**src/rtl/asynchronous_fifo_pkg.sv**
```systemverilog
// Shared sizing defaults for the FWFT FIFO and its storage array.
package asynchronous_fifo_pkg;

    localparam int DSIZE_DEF = 8;
    localparam int ASIZE_DEF = 7;

    function automatic int fifo_depth(input int asize);
        return 1 << asize;
    endfunction

endpackage

```
**src/rtl/asynchronous_fifo_mem.sv**
```systemverilog
// Simple dual-port RAM: synchronous write, asynchronous read, no reset on contents.
module fifo_mem
    import asynchronous_fifo_pkg::*;
#(
    parameter int DSIZE = DSIZE_DEF,
    parameter int ASIZE = ASIZE_DEF
) (
    input  logic             clk,
    input  logic             wr_en,
    input  logic [ASIZE-1:0] wr_addr,
    input  logic [DSIZE-1:0] wr_data,
    input  logic [ASIZE-1:0] rd_addr,
    output logic [DSIZE-1:0] rd_data
);

    localparam int DEPTH = fifo_depth(ASIZE);

    logic [DSIZE-1:0] mem [DEPTH];

    always_ff @(posedge clk) begin
        if (wr_en)
            mem[wr_addr] <= wr_data;
    end

    assign rd_data = mem[rd_addr];

endmodule

```
**src/rtl/asynchronous_fifo.sv**
```systemverilog
// First-word-fall-through FIFO, single clock; pointers carry an extra wrap bit
// so full and empty are distinguishable without an occupancy counter.
module asynchronous_fifo
    import asynchronous_fifo_pkg::*;
#(
    parameter int DSIZE = DSIZE_DEF,
    parameter int ASIZE = ASIZE_DEF
) (
    input  logic             clk,
    input  logic             rst,
    input  logic             wr_en,
    input  logic             rd_en,
    input  logic [DSIZE-1:0] wr_data,
    output logic [DSIZE-1:0] rd_data,
    output logic             o_fifo_full,
    output logic             o_fifo_empty
);

    logic [ASIZE:0]   wr_ptr, rd_ptr;
    logic [DSIZE-1:0] mem_rd_data;
    logic             do_wr, do_rd;

    assign o_fifo_empty = (wr_ptr == rd_ptr);
    assign o_fifo_full  = (wr_ptr[ASIZE] != rd_ptr[ASIZE]) &&
                          (wr_ptr[ASIZE-1:0] == rd_ptr[ASIZE-1:0]);

    // Reset also blocks the array write so a concurrent wr_en leaves no trace.
    assign do_wr = wr_en && !o_fifo_full && !rst;
    assign do_rd = rd_en && !o_fifo_empty;

    always_ff @(posedge clk) begin
        if (rst) begin
            wr_ptr <= '0;
            rd_ptr <= '0;
        end else begin
            if (do_wr) wr_ptr <= wr_ptr + 1'b1;
            if (do_rd) rd_ptr <= rd_ptr + 1'b1;
        end
    end

    fifo_mem #(
        .DSIZE (DSIZE),
        .ASIZE (ASIZE)
    ) u_mem (
        .clk     (clk),
        .wr_en   (do_wr),
        .wr_addr (wr_ptr[ASIZE-1:0]),
        .wr_data (wr_data),
        .rd_addr (rd_ptr[ASIZE-1:0]),
        .rd_data (mem_rd_data)
    );

    // Head word falls through; force zero while empty so stale entries never leak.
    assign rd_data = o_fifo_empty ? '0 : mem_rd_data;

endmodule

```
**config.mk**
```make
export PLATFORM = sky130hd
export DESIGN_NAME = asynchronous_fifo
export DESIGN_NICKNAME = d
export VERILOG_FILES = /design/src/rtl/asynchronous_fifo_pkg.sv /design/src/rtl/asynchronous_fifo_mem.sv /design/src/rtl/asynchronous_fifo.sv
export SDC_FILE = /design/constraint.sdc
export NUM_CORES = 1
export LEC_CHECK = 0
export CAP_MARGIN = 25
export CORE_UTILIZATION = 55
export DETAILED_ROUTE_END_ITERATION = 16
export GPL_TIMING_DRIVEN = 0
export PLACE_DENSITY = 0.71
export SLEW_MARGIN = 20
export SYNTH_ARGS = -nofsm -noshare
export SYNTH_HDL_FRONTEND = slang
export SYNTH_SLANG_ARGS = --single-unit
```
**constraint.sdc**
```tcl
create_clock -name clk -period 5.6 [get_ports clk]
set_clock_uncertainty 0.2 [all_clocks]
set_input_delay 1.4 -clock clk [delete_from_list [all_inputs] [get_ports clk]]
set_output_delay 1.4 -clock clk [all_outputs]
set_load 0.1 [all_outputs]
```
==> results.toml, run 1 <==
[synth]
synth_edf_count = 1024
synth_top_area_share = 0.754
ys_types = 55
ys.flop_type = "edfxtp_1"
synth.avg_cell_area_um2 = 19.7
syn_area_um2 = 40800
synthCells = 2067
yosysTopAreaCell = "edfxtp_1"
ys_top_cells_by_area = "edfxtp_1, mux4_2, mux2i_1"
synth-seq-area-share = 0.765
async_reset_ff_frac = 0
ys_seq_elements = 1047
syn_nets = 2081
synth_warnings = 0

[timing]
worst_slew_pin_slew_ns = 0.992
min_period_ns = 5.66
maxSlewHeadroom = 0.336
setup_slack_ns = -0.0593
grt_setup_unrepaired = "false"
hold_viol_final = 0
fin_crit_sh = 1.01
timing.fmax_mhz = 177
tns_ns = -0.0593
setup_viol = 1
finalHoldWorstSlack_ns = 0.390
finalMaxSlewViolations = 0

[cells_and_area]
drive_gt1_frac = 0.204
area_growth_pct = 12.2
nets = 2216
final_util = 0.625
layout_common_cells = "edfxtp_1, mux4_2, mux2i_1, nor2_1, clkbuf_16"
final_cell_count_no_fill = 3245
final_common_cell = "edfxtp_1"

[critical_path]
crit_required_ns = 4.00
critPathKind = "reg -> out"
rr_worst_depth = 8
cp_max_fo = 10
reg2reg_slack_ns = 1.74
cp.arrival_ns = 4.06
worstSetupEndpointType = "output port"
critPathLaunchType = "flop"

[global_routing]
track_usage = 0.284
met3_usage = 0.0727
grt_use_met2 = 0.435
use_met1 = 0.394
grt_max_degree = 99
grt-ovfl-total = 0
grt_first_pass_wirelength_um = 150000
grt_antenna_before_repair = 1
gr-max-usage-layer = "met2"
grt_pass1_vias = 21400

[clock_network]
htree_num_levels = 3
cts-root-buf = "clkbuf_16"
post_cts_resized = 73
clock_latency_ns = 0.68
cts_tree = "yes"
clkSlewWorstSetupHoldPaths_ns = 0.07
post-cts-setup-buffers = 0
clock_sinks = 1047
cts_max_path_buffers = 3
cts_made_buffers = 100
cts-hold-fix-buffers = 0

[power]
power_frac_seq = 0.494
combPwrFrac = 0.126
pwr-share-clk = 0.381
power.density_nw_per_um2 = 381
irDropWorstVdd_mv = 0.284
intPower_mw = 13.2
p_sw_frac = 0.245
switchingPower_mw = 4.28
p_leak_nw = 14.0

[drt]
wirelength_um = 105000
drcViolationCount = 2
first_pass_iters = 14
ant_nets = 0
vias = 21500
drt_iter0_drc = 3355
wl_per_cell_um = 32.3
viasPerCell = 6.63

[floorplan]
dieHeight_um = 274
io_pins = 22
die_x_um = 274
die_area_um2 = 75300
num_rows = 99
coreArea_um2 = 73200
initial_utilization = 0.557

[status]
violations = "DRC, setup timing"
outcome = "complete, but fails checks"

[placement]
dp_cells = 3059
dp_hpwl_um = 68700
routabilityCongestion = 0.971
port-buffer-count = 20

[min_path]
hold_path_depth = 2
hp-class = "reg -> reg"

[flow_run]
maxCapViolations = 0
-- sequential cells by signal, summed over array words and instances (netlist names), named ones only --
signal,count
u_mem.mem,1024
rd_ptr,8
wr_ptr,8
-- cell families (layout without fill, tap and decap cells) --
| family | count (synthesis) | count (layout) | share of synthesized area |
|---|---|---|---|
| flip-flops | 1047 | 1047 | 0.765 |
| multiplexers | 356 | 356 | 0.143 |
| AND/OR/NAND/NOR | 319 | 319 | 0.0353 |
| AO/OA/AOI/OAI | 204 | 204 | 0.0359 |
| buffers and inverters | 119 | 337 | 0.0157 |
| XOR/XNOR | 20 | 20 | 0.00429 |
| adder cells (fa/ha/maj) | 2 | 2 | 0.000613 |
| other | 0 | 1 | 0 |
-- synth_stat cells (all sizes together), types with 2 or more instances --
cell	count
clkbuf	35
nand3	53
nor3	7
nor2b	14
or3	2
o21ai	13
ha	2
a22oi	99
a221oi	14
nand2	52
xor2	14
o22ai	11
a32oi	8
and3	3
a21boi	7
nand4	12
o211ai	2
and2	5
a21oi	32
dfxtp	23
edfxtp	1024
buf	78
xnor2	6
nor3b	4
nand2b	2
mux4	182
nor2	156
inv	5
mux2i	173
a22o	10
o2111ai	2
o41ai	2
nor4	5
-- power by group through the flow --
stage	clock, mW	combinational [mW]	sequential, mW
final	6.65	2.19	8.61
after global routing	6.96	2.27	8.61
after CTS	6.68	2.17	8.61
after detailed placement	0	2.16	8.78
after global placement	0	2.10	8.83
after floorplan	0	1.38	8.78
-- metal layers --
metal	part of all wire	wire, um
met5	0	0
met1	0.39	40700
met3	0.11	11800
met4	0.041	4290
met2	0.46	48200
-- final cells by class --
cell class	instances	area [um2]
diodes	1	2.50
plain buffers	113	676
clock buffers	131	2640
clock inverters	54	558
fillers	4946	27400
inverters	6	22.5
multi-input cells	901	9020
flip-flops and latches	1047	31200
well taps	959	1200
repair buffers	33	460
-- stage by stage --
stage	worst slack, ns	power [mW]	instance area (um2)
5_1_grt	0.0120	17.8	45800
4_1_cts	0.0177	17.5	45800
6_report	-0.0593	17.5	45800
3_3_place_gp	-0.811	10.9	42200
2_1_floorplan	0.944	10.2	40800
3_5_place_dp	-0.484	10.9	42500
-- path summary, 6_finish.rpt --
path / startpoint / to
min: rd_ptr[7] / rd_ptr[7]
max reg2reg: wr_ptr[1] / u_mem.mem[91][7]
max: flop / rd_data[0]
min reg2reg: rd_ptr[7] / rd_ptr[7]
-- critical path, stage by stage, from the launching register on --
cell	delay, ns
dfxtp_1	0.30
buf_2	0.21
buf_4	0.32
buf_4	0.36
buf_2	0.36
mux2i_1	0.23
nand2_1	0.08
nand3_1	0.14
nand4_1	0.28
o21ai_2	0.39
nand3_1	0.18
clkdlybuf4s15_2	0.51
No activity file was read; power rests on OpenSTA's default activity.
==> inputs of run 2 (changes only) <==
Settings changed: CORE_ASPECT_RATIO set to 0.9.
==> run 2 against run 1 <==
The flow finishes with violations (setup timing). Maximum frequency decreased by 1.5%. Count of clock-buffer cells in the layout decreased by 9. Largest power group unchanged. Largest cell class unchanged. Die area about the same. Combinational power decreased by 2%. Flip-flop and latch count unchanged. Utilization decreased by 0.26 points. Clock power decreased by 3.5%. Power decreased by 1.6%. First-iteration DRC count decreased by 11%. Worst hold slack got worse by 0.012 ns. Critical path depth decreased by 3.
==> results.toml, run 2 (synthesis results as in run 1) <==
[status]
outcome = "complete, but fails checks"
violations = "setup timing"

[power]
p_leak_nw = 14.0
power.density_nw_per_um2 = 376
irDropWorstVdd_mv = 0.244

[min_path]
hold_path_depth = 2
hp-class = "reg -> reg"

[floorplan]
die_area_um2 = 75300
initial_utilization = 0.557
dieHeight_um = 260
coreArea_um2 = 73300
io_pins = 22
num_rows = 94
die_x_um = 289

[clock_network]
clock_sinks = 1047
cts_made_buffers = 98
htree_num_levels = 3
cts-root-buf = "clkbuf_16"
clkSlewWorstSetupHoldPaths_ns = 0.06
cts_max_path_buffers = 3
post-cts-setup-buffers = 0
clock_latency_ns = 0.65
cts_tree = "yes"

[cells_and_area]
largest_register_ffs = 1024
drive_gt1_frac = 0.203
final_common_cell = "edfxtp_1"
layout_common_cells = "edfxtp_1, mux4_2, mux2i_1, nor2_1, clkbuf_16"
nets = 2212
fill_cells = 4971
largestRegisters = "u_mem.mem x1024, rd_ptr x8, wr_ptr x8"
area_growth_pct = 11.8
design_area_um2 = 45600
top_register = "u_mem.mem"
final_util = 0.623
multi_input_comb_area_um2 = 9010
seq_area_um2 = 31200

[critical_path]
path_cells = "buf_2 > buf_4 > mux4_2 > mux2i_1 > o22ai_1 > o41ai_2 > nand2_1 > clkdlybuf4s15_2"
rr_worst_depth = 8
cp.arrival_ns = 4.15
cp_max_fo = 10
crit_required_ns = 4.00
worstSetupEndpointType = "output port"
slowest_delay_ns = 0.52
crit_slowest_cell = "o41ai_2"
critPathLaunchType = "flop"
critPathKind = "reg -> out"

[timing]
hold_viol_final = 0
maxSlewHeadroom = 0.322
setup_slack_ns = -0.145
worst_slew_pin_slew_ns = 1.01
timing.fmax_mhz = 174
tns_ns = -0.225
finalMaxSlewViolations = 0
setup_viol = 3
grt_setup_unrepaired = "true"
fin_crit_sh = 1.03
min_period_ns = 5.75

[placement]
place_ws_ns = -0.607
port-buffer-count = 20
routabilityCongestion = 0.992
dp_hpwl_um = 69000
place_area_um2 = 42400

[drt]
vias = 21500
drcViolationCount = 0
wl_per_cell_um = 32.0
wirelength_um = 104000
first_pass_iters = 7
drt_iter0_drc = 2989
ant_nets = 0
viasPerCell = 6.63

[flow_run]
maxCapViolations = 0

[global_routing]
grt-ovfl-total = 0
grt_pass1_vias = 21200
grt_first_pass_wirelength_um = 148000
grt_max_degree = 81
grt_antenna_before_repair = 2
track_usage = 0.280
[run 2: area by class of cell]
class / instances / area share
buffer: 112 / 0.0148
inverter: 6 / 0.000603
multi-input combinational: 901 / 0.197
tap: 960 / 0.0263
timing repair buffer: 32 / 0.00965
sequential: 1047 / 0.684
antenna: 1 / 0.0000548
clock buffer: 122 / 0.0571
clock inverter: 54 / 0.0101
[run 2: through the flow]
stage,total power [mW],instances,hold slack [ns]
2_1_floorplan,10.2,2067,0.342
6_report,17.2,3235,0.378
3_5_place_dp,10.9,3057,0.370
4_1_cts,17.2,3233,0.380
3_3_place_gp,10.9,3047,0.366
5_1_grt,17.6,3234,0.427
[run 2: critical path: cells and delay by family (launching register included)]
| family | cells | cell delay (ns) |
|---|---|---|
| AOI/OAI and AO/OA | 2 | 0.77 |
| DFF | 1 | 0.48 |
| buffers and inverters | 3 | 1.26 |
| and+or+nand+nor | 1 | 0.24 |
| muxes | 2 | 0.73 |
[run 2: final timing paths]
kind | slack (ns) | endpoint | start
max reg2reg | 1.26 | u_mem.mem[91][7] | wr_ptr[1]
min | 0.38 | rd_ptr[7] | rd_ptr[7]
min reg2reg | 0.38 | rd_ptr[7] | rd_ptr[7]
max | -0.15 | rd_data[4] | flop
[run 2: report_power, final]
group,internal [mW],switching (mW)
combinational,0.812,1.33
sequential,8.61,0.00781
clock,3.57,2.85
[run 2: routing by layer]
| metal | up-vias | wire length (um) | track usage |
|---|---|---|---|
| li1 | 8744 | - | - |
| met2 | 1323 | 47400 | 0.424 |
| met5 | - | 21 | 0 |
| met4 | 4 | 4440 | 0.108 |
| met3 | 286 | 11400 | 0.0721 |
| met1 | 11100 | 40400 | 0.395 |
[run 2: timing repair]
item	4_1_cts	5_1_grt
hold buffers	0	0
gates resized for setup	77	16
setup endpoints to repair	8	9
cloned	0	0
